--- src/rtl/branch_predictor_pkg.sv ---
// Shared definitions for the BTB branch predictor: 2-bit counter encodings,
// allocation value, PC step and PC index/tag field extraction.
package branch_predictor_pkg;

  localparam logic [1:0] CTR_SNT   = 2'b00;
  localparam logic [1:0] CTR_WNT   = 2'b01;
  localparam logic [1:0] CTR_WT    = 2'b10;
  localparam logic [1:0] CTR_ST    = 2'b11;
  localparam logic [1:0] CTR_ALLOC = CTR_WT;

  localparam int unsigned PC_INC = 4;

  // Word-aligned PCs: bits [1:0] never take part in index or tag.
  function automatic logic [31:0] pc_index(input logic [31:0] pc, input int unsigned index_w);
    return (pc >> 2) & ((32'd1 << index_w) - 32'd1);
  endfunction

  function automatic logic [31:0] pc_tag(input logic [31:0] pc, input int unsigned index_w,
                                         input int unsigned tag_w);
    return (pc >> (index_w + 2)) & ((32'd1 << tag_w) - 32'd1);
  endfunction

endpackage

--- src/rtl/branch_predictor_sat_counter2.sv ---
// 2-bit saturating up/down direction counter with synchronous load.
// Load has priority over step; reset value is weakly not-taken.
module sat_counter2
  import branch_predictor_pkg::*;
(
  input  logic       clk,
  input  logic       reset,
  input  logic       step,
  input  logic       up,
  input  logic       load,
  input  logic [1:0] load_val,
  output logic [1:0] ctr
);

  logic [1:0] ctr_q;

  always_ff @(posedge clk or posedge reset) begin
    if (reset) begin
      ctr_q <= CTR_WNT;
    end else if (load) begin
      ctr_q <= load_val;
    end else if (step) begin
      if (up) begin
        if (ctr_q != CTR_ST) ctr_q <= ctr_q + 2'd1;
      end else begin
        if (ctr_q != CTR_SNT) ctr_q <= ctr_q - 2'd1;
      end
    end
  end

  assign ctr = ctr_q;

endmodule

--- src/rtl/branch_predictor.sv ---
// Direct-mapped BTB with per-entry 2-bit direction counters: zero-latency
// lookup for the fetch PC, single-port training from the resolve stage.
module branch_predictor
  import branch_predictor_pkg::*;
#(
  parameter int ENTRIES = 16,
  parameter int INDEX_W = 4,
  parameter int TAG_W   = 8,
  parameter int PC_W    = 32
) (
  input  logic            clk,
  input  logic            reset,
  input  logic [PC_W-1:0] if_pc,
  output logic            pred_hit,
  output logic            pred_taken,
  output logic [PC_W-1:0] pred_target,
  input  logic            upd_valid,
  input  logic            upd_is_branch,
  input  logic [PC_W-1:0] upd_pc,
  input  logic            upd_taken,
  input  logic [PC_W-1:0] upd_target,
  input  logic            upd_mispredict,
  output logic [31:0]     stat_branches,
  output logic [31:0]     stat_mispredicts
);

  logic [ENTRIES-1:0] valid_q;
  logic [TAG_W-1:0]   tag_q    [ENTRIES];
  logic [PC_W-1:0]    target_q [ENTRIES];
  logic [1:0]         ctr      [ENTRIES];

  logic [INDEX_W-1:0] lk_idx, upd_idx;
  logic [TAG_W-1:0]   lk_tag, upd_tag;
  logic               upd_hit;
  logic [ENTRIES-1:0] ctr_step, ctr_load;
  logic [31:0]        stat_br_q, stat_mp_q;

  assign lk_idx  = INDEX_W'(pc_index(32'(if_pc), INDEX_W));
  assign lk_tag  = TAG_W'(pc_tag(32'(if_pc), INDEX_W, TAG_W));
  assign upd_idx = INDEX_W'(pc_index(32'(upd_pc), INDEX_W));
  assign upd_tag = TAG_W'(pc_tag(32'(upd_pc), INDEX_W, TAG_W));

  // Lookup reads registered state only, so a same-cycle update is seen next cycle.
  assign pred_hit    = valid_q[lk_idx] && (tag_q[lk_idx] == lk_tag);
  assign pred_taken  = pred_hit && ctr[lk_idx][1];
  assign pred_target = pred_taken ? target_q[lk_idx] : if_pc + PC_W'(PC_INC);

  assign upd_hit = valid_q[upd_idx] && (tag_q[upd_idx] == upd_tag);

  always_comb begin
    ctr_step = '0;
    ctr_load = '0;
    if (upd_valid && upd_is_branch) begin
      if (upd_hit)        ctr_step[upd_idx] = 1'b1;
      else if (upd_taken) ctr_load[upd_idx] = 1'b1;
    end
  end

  for (genvar i = 0; i < ENTRIES; i++) begin : g_ctr
    sat_counter2 u_ctr (
      .clk      (clk),
      .reset    (reset),
      .step     (ctr_step[i]),
      .up       (upd_taken),
      .load     (ctr_load[i]),
      .load_val (CTR_ALLOC),
      .ctr      (ctr[i])
    );
  end

  always_ff @(posedge clk or posedge reset) begin
    if (reset) begin
      valid_q <= '0;
      for (int i = 0; i < ENTRIES; i++) begin
        tag_q[i]    <= '0;
        target_q[i] <= '0;
      end
    end else if (upd_valid) begin
      if (upd_is_branch) begin
        if (upd_hit) begin
          if (upd_taken) target_q[upd_idx] <= upd_target;
        end else if (upd_taken) begin
          valid_q[upd_idx]  <= 1'b1;
          tag_q[upd_idx]    <= upd_tag;
          target_q[upd_idx] <= upd_target;
        end
      end else if (upd_hit) begin
        // A non-branch matching an entry means the entry aliases; drop it.
        valid_q[upd_idx] <= 1'b0;
      end
    end
  end

  always_ff @(posedge clk or posedge reset) begin
    if (reset) begin
      stat_br_q <= '0;
      stat_mp_q <= '0;
    end else begin
      if (upd_valid && upd_is_branch && (stat_br_q != 32'hFFFF_FFFF))
        stat_br_q <= stat_br_q + 32'd1;
      if (upd_valid && upd_mispredict && (stat_mp_q != 32'hFFFF_FFFF))
        stat_mp_q <= stat_mp_q + 32'd1;
    end
  end

  assign stat_branches    = stat_br_q;
  assign stat_mispredicts = stat_mp_q;

endmodule

--- config.mk ---
export PLATFORM = sky130hd
export DESIGN_NAME = branch_predictor
export DESIGN_NICKNAME = d
export VERILOG_FILES = /design/src/rtl/branch_predictor_pkg.sv /design/src/rtl/branch_predictor_sat_counter2.sv /design/src/rtl/branch_predictor.sv
export SDC_FILE = /design/constraint.sdc
export NUM_CORES = 2
export LEC_CHECK = 0
export BUFFER_PORTS_ARGS = -buffer_cell sky130_fd_sc_hd__buf_2
export CAP_MARGIN = 5
export CORE_ASPECT_RATIO = 0.7
export CORE_UTILIZATION = 61
export CTS_BUF_LIST = sky130_fd_sc_hd__clkbuf_4
export DETAILED_ROUTE_END_ITERATION = 8
export PLACE_DENSITY = 0.8
export SYNTH_ARGS = -nofsm -noshare
export SYNTH_HDL_FRONTEND = slang
export SYNTH_SLANG_ARGS = --single-unit
--- constraint.sdc ---
create_clock -name clk -period 41.1 [get_ports clk]
set_input_delay 2.055 -clock clk [delete_from_list [all_inputs] [get_ports clk]]
set_output_delay 2.055 -clock clk [all_outputs]
set_load 0.1 [all_outputs]
After elaboration in Yosys (flattened, before gate mapping)

Cells that the tools add are included.

Bits in writable memories: 0
Memories: 0
Bits in registers: 752
Bits in read-only memories: 0
Bits of input ports: 102
Bits in latches: 0

$add $sub $neg: 35
Multiply operators: 0
Bitwise logic cells: 6
Divide/modulo/power cells: 0
Equal/unequal tests: 37
Muxes and demuxes: 114
Shift operators: 0
Magnitude comparators: 6
Reductions and logical operators: 78

Operators by type and width:

| operator                | count |
|---|---|
| $bwmux W512             | 1 |
| $mux W2                 | 82 |
| $mux W16                | 9 |
| $bmux W32 S4            | 1 |
| $bwmux W128             | 1 |
| $demux W32 S4           | 1 |
| $mux W32                | 4 |
| $reduce_bool A2 Y1      | 34 |
| $add A32 B1 Y32 const B | 2 |
| $bmux W8 S4             | 2 |
| $ne A32 B32 Y1 const B  | 2 |
| $reduce_and A3 Y1       | 17 |
| $ne A3 B1 Y1 const B    | 16 |
| $reduce_bool A3 Y1      | 16 |
| $mux W8                 | 5 |
| $ne A2 B2 Y1 const B    | 17 |
| $add A2 B1 Y2 const B   | 16 |
| $add A32 B3 Y32 const B | 1 |
| $demux W8 S4            | 1 |
| $sub A2 B1 Y2 const B   | 16 |
| $and A16 B16 Y16        | 1 |
| $eq A8 B8 Y1            | 2 |
| $not A16 Y16            | 1 |
| $or A16 B16 Y16         | 1 |
| 12 further kinds        | 27 |

Longest topological paths before layout

Depth after elaboration: 10
Mapped depth: 13
Depth with buffers taken out: 7

Cells and area by module

From an unflattened synthesis, not the netlist that was laid out.

Cells, all modules: 2800
Area total of the unflattened synthesis: 37209.4 µm²

By module, submodules not included:

| module           | cells each | area each (µm²) | instances | sequential area each (µm²) |
|---|---|---|---|---|
| branch_predictor | 2576       | 35167.5         | 1         | 18017.3 |
| sat_counter2     | 14         | 127.6           | 16        | 51.3 |

Worst setup path before layout

Ideal clock, no wire load.

Kind: input to output
Start point: input port if_pc[2]
End point: output port pred_target[2]
Path buffers: 3
Arrival time: 6122 ps
Required time: 39045 ps
Setup slack: 32923 ps
Stages: 10
Cells stage by stage: buf_2 > buf_1 > mux4_2 > mux2i_1 > mux2i_1 > xnor2_1 > nand4_1 > nor3_1 > buf_2 > mux2i_1

Longest elaborated chain between the ends: 8

Ends and longest elaborated chain:

| element                                    | line                                                                   | source |
|---|---|---|
| start: declaration                         | branch_predictor.sv:13                                                 | `input logic [PC_W-1:0] if_pc,` |
| $not A4 Y5 (not written as such)           | branch_predictor.sv:44, branch_predictor.sv:45, branch_predictor.sv:46 |  |
| $bmux W8 S4                                | branch_predictor.sv:44                                                 | `assign pred_hit = valid_q[lk_idx] && (tag_q[lk_idx] == lk_tag);` |
| $mux W8 (not written as such) (2 in a row) | branch_predictor.sv:44                                                 |  |
| $eq A8 B8 Y1                               | branch_predictor.sv:44                                                 |  |
| $logic_and A1 B1 Y1                        | branch_predictor.sv:44                                                 |  |
| $logic_and A1 B1 Y1                        | branch_predictor.sv:45                                                 | `assign pred_taken = pred_hit && ctr[lk_idx][1];` |
| $mux W32 *                                 | branch_predictor.sv:46                                                 | `assign pred_target = pred_taken ? target_q[lk_idx] : if_pc + PC_W'(PC_INC);` |
| end: declaration                           | branch_predictor.sv:16                                                 | `output logic [PC_W-1:0] pred_target,` |

Every way passes the cells marked *; elsewhere a longest branch is shown, timed or not. The select of a mux whose other input is x is not followed.

Worst setup path after layout

Start point: input port if_pc[2]
End point: output port pred_target[7]

Same word-level chain as after synthesis.

==> results.cfg <==
[logic_synthesis]
synth_top_family_by_area = multiplexers
synthAdderAreaFrac_pct = 0.101
synth.area.mux_share_pct = 25.1
synth-xor-area-share_pct = 2.48
async_reset_ff_share_pct = 100
seq_area_frac_synth_pct = 50.8
syn_inst = 3258
synth_compound_area_share_pct = 3.15
yosys.area_share.simple_pct = 15.5
avgSynthCellArea_um2 = 11.4
synth_edf_count = 0
synth_flop_cell = dfrtp_1
ys_types = 50
yosysWarnings = 0
synth_area_um2 = 37100
ys_seq_elements = 752
synth_nets = 3363

[clock_network]
cts_setup_buffers = 0
cts_hold_buffers = 0
cts_root_buf = clkbuf_4
clock_path_buffers = 3
cts_tree = built
clk_pin_slew_ns = 0.07
worstSkewPairLatency_ns = 1.05
post_cts_resized = 0
cts.sinks = 752
cts.htree.levels = 4
cts_inserted_buffers = 177

[route]
wl_um = 109000
dr_total_vias = 28283
viasPerCell = 6.46
ant_nets = 0
drc = 0
drt_iter0_drc = 3666
wl_per_cell_um = 24.8
dr.pass1.iters = 6

[floorplanning]
die_x_um = 297
dieArea_um2 = 61800
initial_core_util_pct = 61.8
num_rows = 75
fp.coreArea_um2 = 60000
die_h_um = 208
io_pins = 200

[sta]
fin_setup_tns_ns = 0
slew_viol_final = 0
worst_pin_slew_ns = 1.26
rsz0062_at_grt = no
hold_viol = 0
period_share_pct = 21.0
worst_slack_ns = 32.49
fin_crit_ns = 8.61
fin_skew_ns = 0.0512
fmax_mhz = 116
slew-limit-headroom_pct = 15.6
setup_viol = 0

[cells_and_area]
multi_input_area_um2 = 17300
drive_gt1_share_pct = 31.6
final_nets = 3547
synthToLayoutAreaGrowth_pct = 10.3
postLayoutCellArea_um2 = 40900
fillCellCount = 4169
instances_no_fill = 4380
seq_area_um2 = 18800

[critical_path]
path_cells = buf_8 > buf_4 > mux4_2 > mux2i_1 > mux2i_1 > xnor2_1 > nand4_1 > nor3_2 > buf_4 > mux2_2 > buf_2
path_buf_inv = 4
crit_path_max_incr_delay_ns = 0.86
critPathKind = primary input to output port
start_kind = primary input
worstPathRequired_ns = 39.04
cp_slowest_cell = buf_4
worstSetupEndpointType = output port
cp_max_fo = 71
cpLargestDelayFamily = buffers and inverters
worstPathArrival_ns = 6.56

[power_and_ir_drop]
ir_drop_mv = 0.0335
power_density_nw_per_um2 = 44.8
pwr-share-clk_pct = 33.7
netSwitchingFraction_pct = 30.3
leakage_nw = 19.7
power_frac_comb_pct = 17.6
p_int_mw = 1.28
p_sw_mw = 0.555
power_frac_seq_pct = 48.7

[run]
drv_cap = 0

[global_route]
grt_pass1_vias = 29077
grt_pass1_wl_um = 166000
grt_usage_pct = 36.1
antenna_found_initial = 8
overflow = 0
grt_start_max_net_pins = 129

[placed_design]
hpwlAfterDp_um = 61800
place_area_um2 = 38700
globalplace.congestion = 0.893
dpl_worst_slack_ns = 32.51
dpl.cell_count = 4071
port_buffers = 179

[min_path]
hold_class = register to register

[run_status]
status = completed
==> synth_stat cells (9+ instances only) <==
master | count | area share (%)
a22oi_1 | 10 | 0.20
o21a_1 | 12 | 0.24
and4_1 | 14 | 0.33
inv_1 | 28 | 0.28
clkbuf_1 | 170 | 1.7
nand3_1 | 51 | 0.69
nor2_1 | 77 | 0.78
mux2_2 | 322 | 9.8
o21ai_0 | 33 | 0.45
nor2b_1 | 19 | 0.32
dfrtp_1 | 736 | 50
nor3_1 | 28 | 0.38
nand2b_1 | 9 | 0.15
o32a_1 | 12 | 0.32
nor4_1 | 27 | 0.46
xnor2_1 | 74 | 1.7
buf_2 | 37 | 0.50
mux2i_1 | 39 | 1.1
a221o_1 | 15 | 0.40
buf_1 | 20 | 0.20
o31ai_4 | 9 | 0.52
nand2_1 | 1112 | 11
xor2_1 | 31 | 0.73
mux4_2 | 235 | 14
a31oi_1 | 17 | 0.29
nand4_1 | 30 | 0.51
dfstp_2 | 16 | 1.1
==> per-stage QoR <==
step / total power [mW] / utilization, % / hold WS [ns]
after global routing: 1.91 / 68.2 / 0.496
final: 1.83 / 68.2 / 0.474
after CTS: 1.84 / 68.2 / 0.475
after global placement: 1.20 / 64.5 / 0.452
after detailed placement: 1.22 / 64.5 / 0.458
after floorplan: 1.14 / - / 0.441
==> logic make-up (layout without fill, tap and decap cells) <==
kind of cell | Yosys count | in the layout
mux | 596 | 596
fa+ha+maj | 3 | 3
buf+inv | 261 | 565
compound gates | 139 | 139
xor+xnor | 105 | 105
flops | 752 | 752
other cells | 0 | 10
simple gates | 1402 | 1402
==> final timing paths <==
path | from | endpoint | slack (ns) | cells past startpoint
max in group asynchronous | reset | tag_q[75] | 35.60 | 6
setup / recovery | if_pc[2] | pred_target[7] | 32.49 | 11
hold reg to reg | target_q[397] | target_q[397] | 0.47 | 2
setup reg to reg | tag_q[102] | tag_q[50] | 37.09 | 8
min in group asynchronous | reset | target_q[257] | 1.20 | 2
hold / removal | target_q[397] | target_q[397] | 0.47 | 2
==> state kept, by name (all words and copies together) (netlist names), named ones only <==
register	flops
g_ctr.u_ctr.ctr	32
target_q	512
stat_mispredicts	32
stat_branches	32
tag_q	128
==> area by class of cell <==
class	instances	share of cell area (%)
diodes	10	0.0612
clock buffers	263	4.83
clock inverters	36	0.606
inverters	28	0.275
multi-input cells	2245	42.4
flip-flops and latches	752	46.1
well taps	808	2.47
repair buffers	238	3.32
==> power groups by stage <==
stage,Combinational [mW],Sequential [mW],Clock (mW)
2_1_floorplan,0.213,0.927,0
3_3_place_gp,0.306,0.892,0
4_1_cts,0.322,0.890,0.625
6_report,0.323,0.893,0.618
3_5_place_dp,0.321,0.903,0
5_1_grt,0.346,0.902,0.664
==> cell usage in the layout, fill, tap and decap left out, types with 13 or more instances in the layout <==
master	Yosys	routed
inv_1	28	27
nor4_1	27	27
nor2b_1	19	19
buf_4	4	60
nor3_1	28	24
nand4_1	30	30
o21ai_0	33	33
xnor2_1	74	74
clkbuf_4	0	263
nand3_1	51	51
xor2_1	31	31
clkinv_1	0	26
nor2_1	77	64
buf_2	37	176
mux4_2	235	235
nor2_4	0	13
a221o_1	15	15
dfrtp_1	736	736
mux2i_1	39	39
nand2_1	1112	1112
dfstp_2	16	16
a31oi_1	17	16
and4_1	14	14
mux2_2	322	322
==> layer usage <==
| metal | routed length (µm) | share of wire, % | global-route usage [%] | vias to the layer above |
|---|---|---|---|---|
| met2 | 49200 | 45 | 52.2 | 1914 |
| li1 | - | - | - | 11760 |
| met4 | 4980 | 4.6 | 18.8 | 0 |
| met5 | 0 | 0 | 0 | - |
| met3 | 13800 | 13 | 11.4 | 407 |
| met1 | 40700 | 37 | 49.2 | 14202 |
==> worst min-delay path: stages (launching register included) <==
cell	delay (ns)
dfrtp_1	0.34
nand2_1	0.05
nand2_1	0.06
No activity file was read; power rests on OpenSTA's default activity.
